## src/rtl/out_packing.sv

```systemverilog
// BFloat16 result packer: normalise, round-to-nearest-even, saturate/flush, pack.
// Two register stages with valid/ready on both sides; a stalled output freezes stage 2 and an occupied stage 1.
module out_packing #(
   parameter int BIAS = 127
) (
   input  logic        clk,
   input  logic        rst_n,
   input  logic        in_valid,
   output logic        in_ready,
   input  logic        s_in,
   input  logic [8:0]  exp_sum,
   input  logic [15:0] prod,
   input  logic        zero_in,
   output logic        out_valid,
   input  logic        out_ready,
   output logic [15:0] result,
   output logic        ovf,
   output logic        unf
);

   localparam logic [10:0] L_BIAS = 11'(BIAS);

   logic        w_ld1;
   logic        w_ld2;
   logic        w_hi;
   logic [6:0]  w_m;
   logic        w_g;
   logic        w_st;
   logic [10:0] w_e;
   logic        w_inc;

   logic        r_s1_vld;
   logic        r_s;
   logic        r_zero;
   logic [6:0]  r_m;
   logic [10:0] r_e;
   logic        r_inc;

   logic        r_out_vld;
   logic [15:0] r_result;
   logic        r_ovf;
   logic        r_unf;

   logic [7:0]         w_mr;
   logic signed [10:0] w_e2;
   logic [15:0]        w_res;
   logic               w_ovf;
   logic               w_unf;

   assign w_ld2    = !r_out_vld | out_ready;
   assign w_ld1    = !r_s1_vld | w_ld2;
   assign in_ready = w_ld1;

   // Product lies in [1,4): bit 15 set means one extra position of exponent.
   assign w_hi  = prod[15];
   assign w_m   = w_hi ? prod[14:8] : prod[13:7];
   assign w_g   = w_hi ? prod[7]    : prod[6];
   assign w_st  = w_hi ? |prod[6:0] : |prod[5:0];
   assign w_e   = {2'b00, exp_sum} - L_BIAS + {10'd0, w_hi};
   assign w_inc = w_g & (w_st | w_m[0]);

   always_ff @(posedge clk or negedge rst_n) begin
      if (!rst_n) begin
         r_s1_vld <= 1'b0;
         r_s      <= 1'b0;
         r_zero   <= 1'b0;
         r_m      <= 7'd0;
         r_e      <= 11'd0;
         r_inc    <= 1'b0;
      end else if (w_ld1) begin
         r_s1_vld <= in_valid;
         if (in_valid) begin
            r_s    <= s_in;
            r_zero <= zero_in;
            r_m    <= w_m;
            r_e    <= w_e;
            r_inc  <= w_inc;
         end
      end
   end

   // A mantissa carry-out leaves the 7 fraction bits at zero and bumps the exponent.
   assign w_mr = {1'b0, r_m} + {7'd0, r_inc};
   assign w_e2 = $signed(r_e + {10'd0, w_mr[7]});

   always_comb begin
      w_res = {r_s, r_e[7:0] + {7'd0, w_mr[7]}, w_mr[6:0]};
      w_ovf = 1'b0;
      w_unf = 1'b0;
      if (r_zero) begin
         w_res = {r_s, 15'h0000};
      end else if (w_e2 >= 11'sd255) begin
         w_res = {r_s, 8'hFF, 7'h00};
         w_ovf = 1'b1;
      end else if (w_e2 <= 11'sd0) begin
         w_res = {r_s, 15'h0000};
         w_unf = 1'b1;
      end
   end

   always_ff @(posedge clk or negedge rst_n) begin
      if (!rst_n) begin
         r_out_vld <= 1'b0;
         r_result  <= 16'h0000;
         r_ovf     <= 1'b0;
         r_unf     <= 1'b0;
      end else if (w_ld2) begin
         r_out_vld <= r_s1_vld;
         if (r_s1_vld) begin
            r_result <= w_res;
            r_ovf    <= w_ovf;
            r_unf    <= w_unf;
         end
      end
   end

   assign out_valid = r_out_vld;
   assign result    = r_result;
   assign ovf       = r_ovf;
   assign unf       = r_unf;

endmodule
```

## config.mk

```make
export PLATFORM = sky130hd
export DESIGN_NAME = out_packing
export DESIGN_NICKNAME = d
export VERILOG_FILES = /design/src/rtl/out_packing.sv
export SDC_FILE = /design/constraint.sdc
export NUM_CORES = 1
export LEC_CHECK = 0
export ABC_AREA = 1
export BUFFER_PORTS_ARGS = -buffer_cell sky130_fd_sc_hd__buf_2
export CAP_MARGIN = 20
export CORE_MARGIN = 4
export CORE_UTILIZATION = 50
export CTS_CLUSTER_SIZE = 40
export DETAILED_ROUTE_END_ITERATION = 10
export HOLD_SLACK_MARGIN = 0.15
export PLACE_DENSITY_LB_ADDON = 0.15
export SETUP_SLACK_MARGIN = 0.5
export SYNTH_ARGS = -nofsm -noshare
export SYNTH_HDL_FRONTEND = slang
export SYNTH_SLANG_ARGS = --single-unit
```

## constraint.sdc

```tcl
create_clock -name clk -period 2.27 [get_ports clk]
set_input_delay 0.3405 -clock clk [delete_from_list [all_inputs] [get_ports clk]]
set_output_delay 0.3405 -clock clk [all_outputs]
set_load 0.01 [all_outputs]
```

# After elaboration in Yosys (flattened, before gate mapping)
# Cells that the tools add are included.
# classes
addsub	5
multipliers	0
div_mod_pow	0
n_lt_le_gt_ge	2
eq_ne	0
shift	0
muxes	11
bitwise	4
reduce_logical	6
# op_table
op	n
$mux 15	3
$add 10x2->11	1
$add 11x1->11	1
$ge 11x9->1 const B	1
$le 11x1->1 const B	1
$sub 9x7->10 const B	1
$add 7x1->8	1
$add 8x1->8	1
$mux 1	7
$mux 7	1
$reduce_or 7->1	1
$reduce_or 6->1	1
$reduce_and 2->1	2
$or 1x1->1	3
$logic_not 1->1	2
$and 1x1->1	1
# word_totals
register_bits	41
latch_bits	0
ramBits	0
rom_bits	0
in_bits	31
output_inout_bits	20
wordCells	38
n_memories	0

# Longest topological paths before layout
# depth
depth_word	6
ltp_mapped	18
mapped_depth_nobuf	18

# Least setup slack after synthesis
# OpenSTA, ideal clock, no wires.
# synth_timing
path_type	register -> register
start	reg r_m[0]
end	reg r_result[1], in the netlist result[1]
setup_ps	118
arrival_ps	2287
required_time_ps	2152
slack_ps	-135
stages_incl_launch_ff	16
n_path_buf	1
synth_period_minus_slack_ps	2405
path_cell_list	dfrtp_1 ha_1 nand3_1 nor2_1 nand3_1 nor2_1 ha_1 ha_1 or2_2 a21oi_1 nand3_1 nor2_2 nand3_4 buf_6 nand4_1 nand2_1
# synth_via
elab_chain_cells	6
elab_cells_between_ends	7
cone_classes	2 x add/sub; 2 x order compare; 3 x mux
# synth_rtl
element	line	text
start: declaration	35	logic [6:0] r_m;
start signal: assignment	75	r_m <= w_m;
$add 7x1->8 *	83	assign w_mr = {1'b0, r_m} + {7'd0, r_inc};
$add 11x1->11	84	assign w_e2 = $signed(r_e + {10'd0, w_mr[7]});
$le 11x1->1	95	end else if (w_e2 <= 11'sd0) begin
$mux 15	95	
$mux 15 *	92	end else if (w_e2 >= 11'sd255) begin
$mux 15 *	90	if (r_zero) begin
end signal: assignment	110	r_result <= w_res;
end: declaration	40	logic [15:0] r_result;
# Mark *: on every way between the ends. The rest lies on a longest branch, timed or not.
# A chain may end at the register's enable or synchronous reset.

# Final worst setup path
# layout_timing
start	reg r_inc
end	reg r_result[3], in the netlist result[3]
# layout_via
elab_chain_cells	6
elab_cells_between_ends	7
cone_classes	2 x add/sub; 2 x order compare; 3 x mux
# layout_rtl
element	line	text
start: declaration	37	logic r_inc;
start signal: assignment	77	r_inc <= w_inc;
$add 7x1->8 *	83	
$add 11x1->11	84	
$le 11x1->1	95	
$mux 15	95	
$mux 15 *	92	
$mux 15 *	90	
# Marked as above.

==> run metrics <==
placed cells=489; Fin. Hold Viols=0; clk root buf=clkbuf_8; Antenna Nets Post-Route=0; Worst Skew=10.4 ps; worst hold margin=170 ps; Final period util=106%; Die H=79.9 µm; DR DRC count=0; io pins=51; CP Class=register to register; Die ar.=6390 µm²; crit path DAT=2580 ps; pwr dens=733 nW/µm²; post-route setup slack=-125 ps; Main synth FF type=dfrtp_1; status=finished with violations; Least-Margin Pin Slew=880 ps; mux contribution to synthesized area=0.387%; DR WL/cell=12.2 µm; number of vias per cell=5.03; crit path launch=r_inc$_DFFE_PN0P_; gpl congestion=0.847; FFs w/ async S/R, synth=100%; depth of the CTS H-tree=2; CTS tree=done; Rows=25; critical path data required time=2450 ps; Seq cells post-synth=41; synth unique cells=33; crit start category=register; total wire length=6230 µm; layout cell share with drive strength beyond 1=33.0%; Hold/Removal Path Class=input port to async pin; clock sink count=41; initial antenna violation count=0; Simple-Gate Fraction of Synth Area=40.5%; total number of yosys warnings=0; share of the synthesized area in the top cell type=39.7%; core area=4880 µm²; largest family of logic cells by synthesized area=simple AND/OR/NAND/NOR gates; Seq/Total Area, Yosys=39.7%; DP Worst Slack=-241 ps; Mapped Cells=356; Final setup viols=17; RSZ-0062 raised after global routing=true; headroom to the max-slew limit=41.4%; Clock Pin Slew Worst Setup and Hold Paths=80 ps; Post-Syn Nets=395; Final Non-Filler Cells=510; Adder-Cell Fraction of Synth Area=3.87%; maximum vdd drop=0.333 mV; gr ovfl total=0; xor/xnor share of the synthesized area=1.69%; Compound-Gate Fraction of Synth Area=6.91%; input/output buffers=50; NumNets Final=481; CP max FO=7; first-pass GRT wire length=10100 µm; DRT Pass-1 Iters=4; GRT Total Usage=19.8%; area leader, netlist=dfrtp_1; HPWL Detailed=4460 µm; Fillers=398; area grow syn2layout=34.3%; largest net degree at the start of global routing=42; starting DRC count in detailed routing=83; Die Span X=79.9 µm; CTS Hold Bufs=0; max-cap check violation count=0; Starting Density=53.0%; EDFF count, synth=0; largest buffer count on any clock path=2; Ant. Diodes=0; latest clock arrival within the worst-skew pair=290 ps; violated checks=negative setup slack; vias=2565; final worst path period need=2400 ps; Worst Setup End Kind=register; synth top area cells=dfrtp_1 (40%), nand2_1 (18%), nand3_1 (6.0%), inv_1 (4.8%), nor2_1 (4.6%); static leakage=1.79 nW; Synth Cell Area=2590 µm²; Avg Inst Size Synth=7.27 µm²; TritonCTS buffer count=5; Achievable Freq=418 MHz; vias in the first global route=2352; Final Max Slew Viols=0; Reg-to-Reg Start=r_inc$_DFFE_PN0P_
==> final timing paths <==
check	to	slack, ps	cells past startpoint
setup / recovery	result[3]$_DFFE_PN0P_	-130	16
hold / removal	r_e[9]$_DFFE_PN0P_	170	1
setup reg to reg	result[3]$_DFFE_PN0P_	-130	16
hold reg to reg	result[6]$_DFFE_PN0P_	480	2
max in group asynchronous	result[11]$_DFFE_PN0P_	1550	1
min in group clk	r_zero$_DFFE_PN0P_	240	3
==> through the flow <==
step / TNS, ps / total power [mW] / cell area (µm²) / utilization, %
2_1_floorplan: -773 / 1.50 / 2630 / -
3_3_place_gp: -2100 / 1.83 / 3110 / 63.8
3_5_place_dp: -3240 / 1.85 / 3110 / 63.8
4_1_cts: -1100 / 2.50 / 3370 / 69.0
5_1_grt: -4750 / 2.71 / 3470 / 71.2
6_report: -1600 / 2.55 / 3470 / 71.2
==> cells by family (layout without fill, tap and decap cells) <==
kind of cell	count (synthesis)	in the layout
multiplexers	1	1
flip-flops	41	41
buffers and inverters	44	130
adder cells (fa/ha/maj)	8	8
XOR/XNOR	5	5
AND/OR/NAND/NOR	227	228
AO/OA/AOI/OAI	30	30
==> cell usage after synthesis (2+ instances only) <==
cell type and n:
nor2_2 4, buf_6 2, a31oi_1 6, nand2_2 8
xor2_1 4, nand3_2 4, clkbuf_1 7, nand3_1 31
o21ai_0 8, nor2_4 4, dfrtp_1 41, a21boi_1 3
o21ai_1 4, nand4_1 14, o2111ai_1 2, o22ai_1 3
ha_1 8, a21oi_1 3, nor2_1 32, inv_1 33
nand2_1 123
==> area by class of cell <==
| cell class | instances | area [µm²] | area share [%] |
|---|---|---|---|
| Multi-Input combinational cell | 272 | 1560 | 44.9 |
| Clock inverter | 1 | 30.0 | 0.864 |
| Timing Repair inverter | 1 | 7.51 | 0.216 |
| Timing Repair Buffer | 86 | 544 | 15.7 |
| Tap cell | 67 | 83.8 | 2.41 |
| Sequential cell | 41 | 1030 | 29.5 |
| Inverter | 35 | 135 | 3.89 |
| Clock buffer | 7 | 86.3 | 2.48 |
==> critical path, stage by stage (launching register included) <==
cell and delay, ps:
dfrtp_1 360, ha_2 210, nand3_4 90, nor2_4 120, nand3_2 80, nor2_2 110, ha_2 200, ha_4 160
nand3_1 100, nor2_1 140, nand2_1 80, nand2_2 90, inv_2 60, nor2_4 160, nand3_4 150, nand4_1 120
nand2_1 60
==> flip-flops by register name, summed over array words and instances (netlist names) <==
name       flops
result        16
r_e           11
r_m            7
out_valid      1
ovf            1
r_inc          1
r_s            1
r_s1_vld       1
r_zero         1
unf            1
==> cells in the final DEF (no fill, tap or decap), drive strengths merged <==
master      n
nand2     132
buf        86
dfrtp      41
nor2       40
nand3      37
inv        33
nand4      14
o21ai      12
ha          8
clkbuf      7
a31oi       6
xor2        4
o22ai       3
a21boi      3
a21oi       3
clkinvlp    2
o2111ai     2
nor3        2
mux2i       1
o21bai      1
nand3b      1
or2         1
clkinv      1
nor4        1
xnor2       1
bufinv      1
==> timing repair <==
| action | 4_1_cts | 5_1_grt |
|---|---|---|
| gates resized for setup | 17 | 18 |
| endpoints found under the setup margin | 17 | 36 |
| setup buffers | 7 | 4 |
| cloned | 1 | 1 |
| pin swaps | 13 | 14 |
==> report_power, final <==
| part | switching, mW | internal, mW | leakage (nW) |
|---|---|---|---|
| Combinational | 0.522 | 0.399 | 1.22 |
| Clock | 0.245 | 0.359 | 0.0585 |
| Sequential | 0.122 | 0.899 | 0.508 |
| Total | 0.889 | 1.66 | 1.79 |
==> routing by layer <==
| metal | part of all wire (%) | GRT usage (%) | vias to the layer above |
|---|---|---|---|
| met5 | 0 | 0 | - |
| met4 | 1.9 | 6.76 | 0 |
| met3 | 5.4 | 2.71 | 13 |
| met2 | 47 | 32.9 | 68 |
| met1 | 46 | 26.3 | 1149 |
| li1 | - | - | 1335 |
Power figures use the tool's default switching activity.
